===== src/rtl/simon_pkg.sv =====
// Shared constants and state encoding for the Simon128/256 key schedule.
// Z4 is stored so that the leftmost published bit is bit 61 (index 0 of the sequence).
package simon_pkg;

  localparam int WORD_W    = 64;
  localparam int KEY_WORDS = 4;
  localparam int ROUNDS    = 72;
  localparam int Z_LEN     = 62;

  localparam logic [Z_LEN-1:0] Z4 =
    62'b11010001111001101011011000100000010111000011001010010011101111;

  typedef enum logic [1:0] {
    IDLE,
    LOAD,
    EXPAND,
    DONE
  } key_state_t;

endpackage


===== src/rtl/simon_key_round.sv =====
// One Simon key-schedule step (m=4): k[i] = ~k[i-4] ^ t ^ ROR1(t) ^ z ^ 3, with t = ROR3(k[i-1]) ^ k[i-3].
// Purely combinational.
module simon_key_round #(
  parameter int WORD_W = 64
) (
  input  logic [WORD_W-1:0] k_im4,
  input  logic [WORD_W-1:0] k_im3,
  input  logic [WORD_W-1:0] k_im1,
  input  logic              z,
  output logic [WORD_W-1:0] k_i
);

  logic [WORD_W-1:0] t;

  always_comb begin
    t   = {k_im1[2:0], k_im1[WORD_W-1:3]} ^ k_im3;
    k_i = ~k_im4 ^ t ^ {t[0], t[WORD_W-1:1]} ^ WORD_W'(3) ^ WORD_W'(z);
  end

endmodule


===== src/rtl/simon_key_expand.sv =====
// Simon128/256 key expansion: streams ROUNDS round keys, one per cycle, on a write port after a start.
// Optional rk_wr_par output (even parity of rk_wr_data) when SIMON_KEY_PARITY_EN is defined.
module simon_key_expand #(
  parameter int WORD_W    = simon_pkg::WORD_W,
  parameter int KEY_WORDS = simon_pkg::KEY_WORDS,
  parameter int ROUNDS    = simon_pkg::ROUNDS
) (
  input  logic                        clk,
  input  logic                        rst_n,
  input  logic [WORD_W*KEY_WORDS-1:0] init_key,
  input  logic                        key_compute_start,
  output logic                        rk_wr_en,
  output logic [6:0]                  rk_wr_addr,
  output logic [WORD_W-1:0]           rk_wr_data,
  output logic                        key_busy,
  output logic                        key_ready
`ifdef SIMON_KEY_PARITY_EN
  ,
  output logic                        rk_wr_par
`endif
);

  import simon_pkg::*;

  localparam int WIN_AW = $clog2(KEY_WORDS);

  key_state_t        state;
  key_state_t        state_nxt;
  logic [WORD_W-1:0] win [KEY_WORDS];
  logic [6:0]        idx;
  logic [5:0]        zi;
  logic              z_bit;
  logic              load;
  logic              emit;
  logic              shift;
  logic              finish;
  logic [WORD_W-1:0] k_new;
  logic [WORD_W-1:0] emit_dat;
  logic [WORD_W-1:0] data_nxt;

  // win[j] holds k[idx-KEY_WORDS+j] once expansion is under way.
  assign z_bit = Z4[6'(Z_LEN-1) - zi];

  simon_key_round #(.WORD_W(WORD_W)) u_round (
    .k_im4 (win[0]),
    .k_im3 (win[KEY_WORDS-3]),
    .k_im1 (win[KEY_WORDS-1]),
    .z     (z_bit),
    .k_i   (k_new)
  );

  always_ff @(posedge clk or negedge rst_n) begin
    if (!rst_n) state <= IDLE;
    else        state <= state_nxt;
  end

  always_comb begin
    state_nxt = state;
    load      = 1'b0;
    emit      = 1'b0;
    shift     = 1'b0;
    finish    = 1'b0;
    case (state)
      IDLE, DONE: begin
        if (key_compute_start) begin
          state_nxt = LOAD;
          load      = 1'b1;
        end
      end
      LOAD: begin
        emit = 1'b1;
        if (idx == 7'(KEY_WORDS)) begin
          shift     = 1'b1;
          state_nxt = EXPAND;
        end
      end
      EXPAND: begin
        if (idx == 7'(ROUNDS)) begin
          finish    = 1'b1;
          state_nxt = DONE;
        end else begin
          emit  = 1'b1;
          shift = 1'b1;
        end
      end
      default: state_nxt = IDLE;
    endcase
  end

  // Initial words are replayed from the window; later words come from the round function.
  always_comb begin
    emit_dat = (idx < 7'(KEY_WORDS)) ? win[idx[WIN_AW-1:0]] : k_new;
    data_nxt = load ? init_key[WORD_W-1:0] : emit_dat;
  end

  always_ff @(posedge clk or negedge rst_n) begin
    if (!rst_n) begin
      for (int j = 0; j < KEY_WORDS; j++) win[j] <= '0;
      idx        <= '0;
      zi         <= '0;
      rk_wr_en   <= 1'b0;
      rk_wr_addr <= '0;
      rk_wr_data <= '0;
      key_busy   <= 1'b0;
      key_ready  <= 1'b0;
    end else if (load) begin
      for (int j = 0; j < KEY_WORDS; j++) win[j] <= init_key[j*WORD_W +: WORD_W];
      idx        <= 7'd1;
      zi         <= '0;
      rk_wr_en   <= 1'b1;
      rk_wr_addr <= '0;
      rk_wr_data <= data_nxt;
      key_busy   <= 1'b1;
      key_ready  <= 1'b0;
    end else if (emit) begin
      rk_wr_en   <= 1'b1;
      rk_wr_addr <= idx;
      rk_wr_data <= data_nxt;
      idx        <= idx + 7'd1;
      if (shift) begin
        for (int j = 0; j < KEY_WORDS-1; j++) win[j] <= win[j+1];
        win[KEY_WORDS-1] <= k_new;
        zi <= (zi == 6'(Z_LEN-1)) ? 6'd0 : zi + 6'd1;
      end
    end else begin
      rk_wr_en <= 1'b0;
      if (finish) begin
        key_busy  <= 1'b0;
        key_ready <= 1'b1;
      end
    end
  end

`ifdef SIMON_KEY_PARITY_EN
  always_ff @(posedge clk or negedge rst_n) begin
    if (!rst_n)           rk_wr_par <= 1'b0;
    else if (load | emit) rk_wr_par <= ^data_nxt;
  end
`endif

endmodule


===== config.mk =====
export PLATFORM = sky130hd
export DESIGN_NAME = simon_key_expand
export DESIGN_NICKNAME = d
export VERILOG_FILES = /design/src/rtl/simon_pkg.sv /design/src/rtl/simon_key_round.sv /design/src/rtl/simon_key_expand.sv
export SDC_FILE = /design/constraint.sdc
export NUM_CORES = 1
export LEC_CHECK = 0
export ABC_AREA = 1
export CAP_MARGIN = 10
export CORE_MARGIN = 3
export CORE_UTILIZATION = 55
export DETAILED_ROUTE_END_ITERATION = 10
export MAX_ROUTING_LAYER = met4
export PLACE_DENSITY_LB_ADDON = 0.05
export SLEW_MARGIN = 10
export SYNTH_ARGS = -nofsm -noshare
export SYNTH_HDL_FRONTEND = slang
export SYNTH_SLANG_ARGS = --single-unit

===== constraint.sdc =====
create_clock -name clk -period 2.75 [get_ports clk]
set_clock_uncertainty 0.1 [all_clocks]
set_input_delay 0.4125 -clock clk [delete_from_list [all_inputs] [get_ports clk]]
set_output_delay 0.4125 -clock clk [all_outputs]
set_load 0.005 [all_outputs]

==> impl_metrics.xml <==
<?xml version="1.0" encoding="UTF-8"?>
<metrics>
  <group name="die">
    <metric name="initial_cell_density_of_the_core" unit="%">56.3</metric>
    <metric name="top_level_ports" unit="">333</metric>
    <metric name="die_x" unit="µm">198</metric>
    <metric name="core.rowCount" unit="">69</metric>
    <metric name="die_h" unit="µm">198</metric>
    <metric name="floorplan.die_area" unit="µm²">39100</metric>
    <metric name="coreArea" unit="µm²">35900</metric>
  </group>
  <group name="logic_synthesis">
    <metric name="synthesized_flop_and_latch_total" unit="">345</metric>
    <metric name="syn-num-nets" unit="">2911</metric>
    <metric name="synth_warnings" unit="">0</metric>
    <metric name="synthDistinctLibCells" unit="">32</metric>
    <metric name="synth_most_common_cell" unit="">nand2_1</metric>
    <metric name="netlist_top_cells_count" unit="">nand2_1 (620), dfrtp_1 (345), o21ai_0 (341), o211ai_1 (242), inv_1 (240)</metric>
    <metric name="synthTopCellsByArea" unit="">dfrtp_1 (43%), nand2_1 (11%), o211ai_1 (9.0%), o21ai_0 (8.4%), xor2_1 (5.7%)</metric>
    <metric name="synth_top_cell_by_area" unit="">dfrtp_1</metric>
    <metric name="area_share_of_the_largest_cell_type_after_synthesis" unit="%">42.7</metric>
    <metric name="postSynthAreaPerCell" unit="µm²">7.67</metric>
    <metric name="seq_area_frac_synth" unit="%">42.7</metric>
    <metric name="synthesized_cell_area" unit="µm²">20200</metric>
    <metric name="synth-edff-count" unit="">0</metric>
    <metric name="async_flop_share" unit="%">100</metric>
    <metric name="syn_inst" unit="">2639</metric>
    <metric name="synth_flop_cell" unit="">dfrtp_1</metric>
  </group>
  <group name="power_and_ir_drop">
    <metric name="ir_drop" unit="µV">1260</metric>
    <metric name="power.combinational.fraction" unit="%">60.4</metric>
    <metric name="power_per_cell_area" unit="nW/µm²">1520</metric>
    <metric name="power.clock.fraction" unit="%">14.1</metric>
    <metric name="switching_share" unit="%">48.6</metric>
    <metric name="power.net_switching" unit="mW">18.6</metric>
    <metric name="internal_power" unit="mW">19.7</metric>
    <metric name="seqPwrFrac" unit="%">25.5</metric>
    <metric name="cell_leakage_power" unit="nW">11.3</metric>
  </group>
  <group name="detailed_routing">
    <metric name="dr_total_vias" unit="">19900</metric>
    <metric name="totalWireLength" unit="mm">64.1</metric>
    <metric name="via_per_inst" unit="">5.92</metric>
    <metric name="routedWlPerCell" unit="µm">19.1</metric>
    <metric name="drtAntennaViolNets" unit="">0</metric>
    <metric name="detail_route.iter0.violations" unit="">1820</metric>
    <metric name="post_route_drc" unit="">0</metric>
    <metric name="drt_pre_antenna_iters" unit="">5</metric>
  </group>
  <group name="critical_path">
    <metric name="critical_path_arrival" unit="ns">2.85</metric>
    <metric name="crit_chain" unit="">clkinv_2, ha_1, nand4_1, nand2_1, nand2_1, nand2_4, inv_2, nor2_8, buf_4, a21oi_1, a21oi_1</metric>
    <metric name="cp-start-kind" unit="">register</metric>
    <metric name="cp-end-kind" unit="">register</metric>
    <metric name="setup.worst_path.class" unit="">reg2reg</metric>
    <metric name="delay_of_the_slowest_cell_on_the_worst_path" unit="ns">0.63</metric>
    <metric name="critical_path_peak_fanout" unit="">53</metric>
    <metric name="required" unit="ns">3.09</metric>
    <metric name="r2r.worst_path.cells" unit="">11</metric>
    <metric name="cpMaxStageDelayCell" unit="">buf_4</metric>
  </group>
  <group name="global_routing">
    <metric name="grt_util_all_layers" unit="%">33.3</metric>
    <metric name="grt_start_max_net_pins" unit="">176</metric>
    <metric name="globalRouteMet3Util" unit="%">4.54</metric>
    <metric name="grt_pass1_vias" unit="">19200</metric>
    <metric name="grt_pass1_wl" unit="mm">102</metric>
    <metric name="antenna_found_initial" unit="">1</metric>
    <metric name="grt_remaining_overflow" unit="">0</metric>
    <metric name="met1_use_gr" unit="%">45.8</metric>
    <metric name="grt_util_met2" unit="%">51.8</metric>
    <metric name="busiest_layer" unit="">met2</metric>
  </group>
  <group name="cells_and_area">
    <metric name="finalCoreUtilization" unit="%">70.1</metric>
    <metric name="filler_cell_count" unit="">2935</metric>
    <metric name="nets" unit="">3135</metric>
    <metric name="fin_area" unit="µm²">25200</metric>
    <metric name="share_of_layout_cells_above_drive_strength_1" unit="%">4.25</metric>
    <metric name="area.growth.synth_to_final" unit="%">24.4</metric>
  </group>
  <group name="timing">
    <metric name="period_utilization" unit="%">91.1</metric>
    <metric name="hold_ws" unit="ns">0.341</metric>
    <metric name="tightest_slew" unit="ns">1.15</metric>
    <metric name="drv_slew" unit="">0</metric>
    <metric name="rsz0062_at_grt" unit="">false</metric>
    <metric name="setup_viol" unit="">0</metric>
    <metric name="timing.final.crit_period" unit="ns">2.51</metric>
    <metric name="max_freq" unit="GHz">0.399</metric>
    <metric name="totalNegativeSetupSlack" unit="ns">0</metric>
    <metric name="hold_violation_count_in_the_final_report" unit="">0</metric>
    <metric name="timing.slew.headroom" unit="%">23.4</metric>
  </group>
  <group name="clock_network">
    <metric name="cts_buffer_count" unit="">39</metric>
    <metric name="cts.sink_count" unit="">345</metric>
    <metric name="clockRootBuffer" unit="">clkbuf_16</metric>
    <metric name="cts_tree" unit="">yes</metric>
    <metric name="cts_setup_buffers" unit="">0</metric>
    <metric name="clock_tree.buffer_depth" unit="">3</metric>
    <metric name="clk_transition_reported_paths" unit="ns">0.06</metric>
    <metric name="htreeDepth" unit="">2</metric>
    <metric name="clk_latency" unit="ns">0.54</metric>
  </group>
  <group name="flow_run">
    <metric name="max_cap_violations" unit="">0</metric>
  </group>
  <group name="hold_path">
    <metric name="worst_hold_path_type" unit="">in2async</metric>
  </group>
  <group name="place">
    <metric name="detailed_place_hpwl" unit="mm">40.8</metric>
    <metric name="placement.io_buffers" unit="">332</metric>
    <metric name="placement.cell_area" unit="µm²">23800</metric>
    <metric name="gp_routability_congestion" unit="">0.889</metric>
  </group>
  <group name="run_status">
    <metric name="outcome" unit="">complete, no violations</metric>
  </group>
</metrics>
==> flip-flops by register name, indices dropped and copies added (netlist names) <==
signal      count
idx             7
key_busy        1
key_ready       1
rk_wr_addr      7
rk_wr_data     64
rk_wr_en        1
state           2
win           256
zi              6
==> logic make-up after synthesis <==
family | count (synthesis) | synth area share, %
compound gates | 813 | 24.1
xor+xnor | 159 | 6.88
fa+ha+maj | 13 | 0.804
buf+inv | 438 | 8.66
flops | 345 | 42.7
mux | 1 | 0.0495
simple gates | 870 | 16.9
==> what timing repair did <==
item	4_1_cts	5_1_grt
gates resized for setup	0	0
endpoints found under the setup margin	0	0
hold endpoints to repair	51	0
hold buffers	1	0
==> layout make-up <==
class / count / area, µm² / share of cell area (%)
diodes: 1 / 2.50 / 0.00994
clock buffers: 56 / 1170 / 4.66
clock inverters: 14 / 150 / 0.596
repair buffers: 375 / 3840 / 15.3
inverters: 246 / 930 / 3.69
flip-flops and latches: 345 / 8640 / 34.3
multi-input cells: 1856 / 9870 / 39.2
well taps: 461 / 577 / 2.29
==> power groups by stage <==
stage / Sequential, mW / Clock [mW] / Combinational [mW]
3_5_place_dp: 9.72 / 0 / 22.7
3_3_place_gp: 9.65 / 0 / 22.1
4_1_cts: 9.69 / 5.46 / 23.0
2_1_floorplan: 9.26 / 0 / 16.7
5_1_grt: 10.0 / 5.67 / 25.9
6_report: 9.75 / 5.40 / 23.1
==> routing by layer <==
layer  vias to the layer above  part of all wire [%]
met5                         -                     0
met4                         0                   2.9
met3                       133                   8.5
met2                       919                    46
met1                      9508                    42
li1                       9302                     -
==> layout by cell type, fill, tap and decap left out, types with 13 or more instances in the layout <==
cell type / count
nand2_1: 617
dfrtp_1: 343
o21ai_0: 341
clkdlybuf4s50_1: 331
o211ai_1: 242
inv_1: 237
nor2_1: 166
xor2_1: 131
a21oi_1: 129
nand3_1: 61
o221ai_1: 41
clkbuf_16: 41
o21ai_1: 28
xnor2_1: 28
buf_4: 27
a31oi_1: 21
buf_12: 15
ha_1: 13
==> worst max-delay path: cells and delay by family, from the launching register on <==
kind,cells,cell delay (ns)
DFF,1,0.49
buffers and inverters,3,0.77
AOI/OAI and AO/OA,2,0.32
and+or+nand+nor,5,0.55
adders and majority gates,1,0.16
==> stage by stage <==
step	setup slack [ns]	total power, mW	std cells
final	0.245	38.3	3354
after global routing	0.122	41.6	3354
after CTS	0.304	38.1	3353
after detailed placement	0.345	32.5	3282
after global placement	0.439	31.8	3282
after floorplan	0.280	25.9	2639
==> final timing paths <==
check	slack [ns]	to	startpoint
min	0.34	win[69]$_DFFE_PN0P_	rst_n
max in group asynchronous	1.38	idx[0]$_DFFE_PN0P_	rst_n
max reg2reg	0.24	rk_wr_data[3]$_DFFE_PN0P_	idx[0]$_DFFE_PN0P_
min in group clk	0.35	win[65]$_DFFE_PN0P_	init_key[129]
max	0.24	rk_wr_data[3]$_DFFE_PN0P_	idx[0]$_DFFE_PN0P_
min reg2reg	0.37	key_busy$_DFFE_PN0P_	key_busy$_DFFE_PN0P_
(Power assumes the default switching activity.)
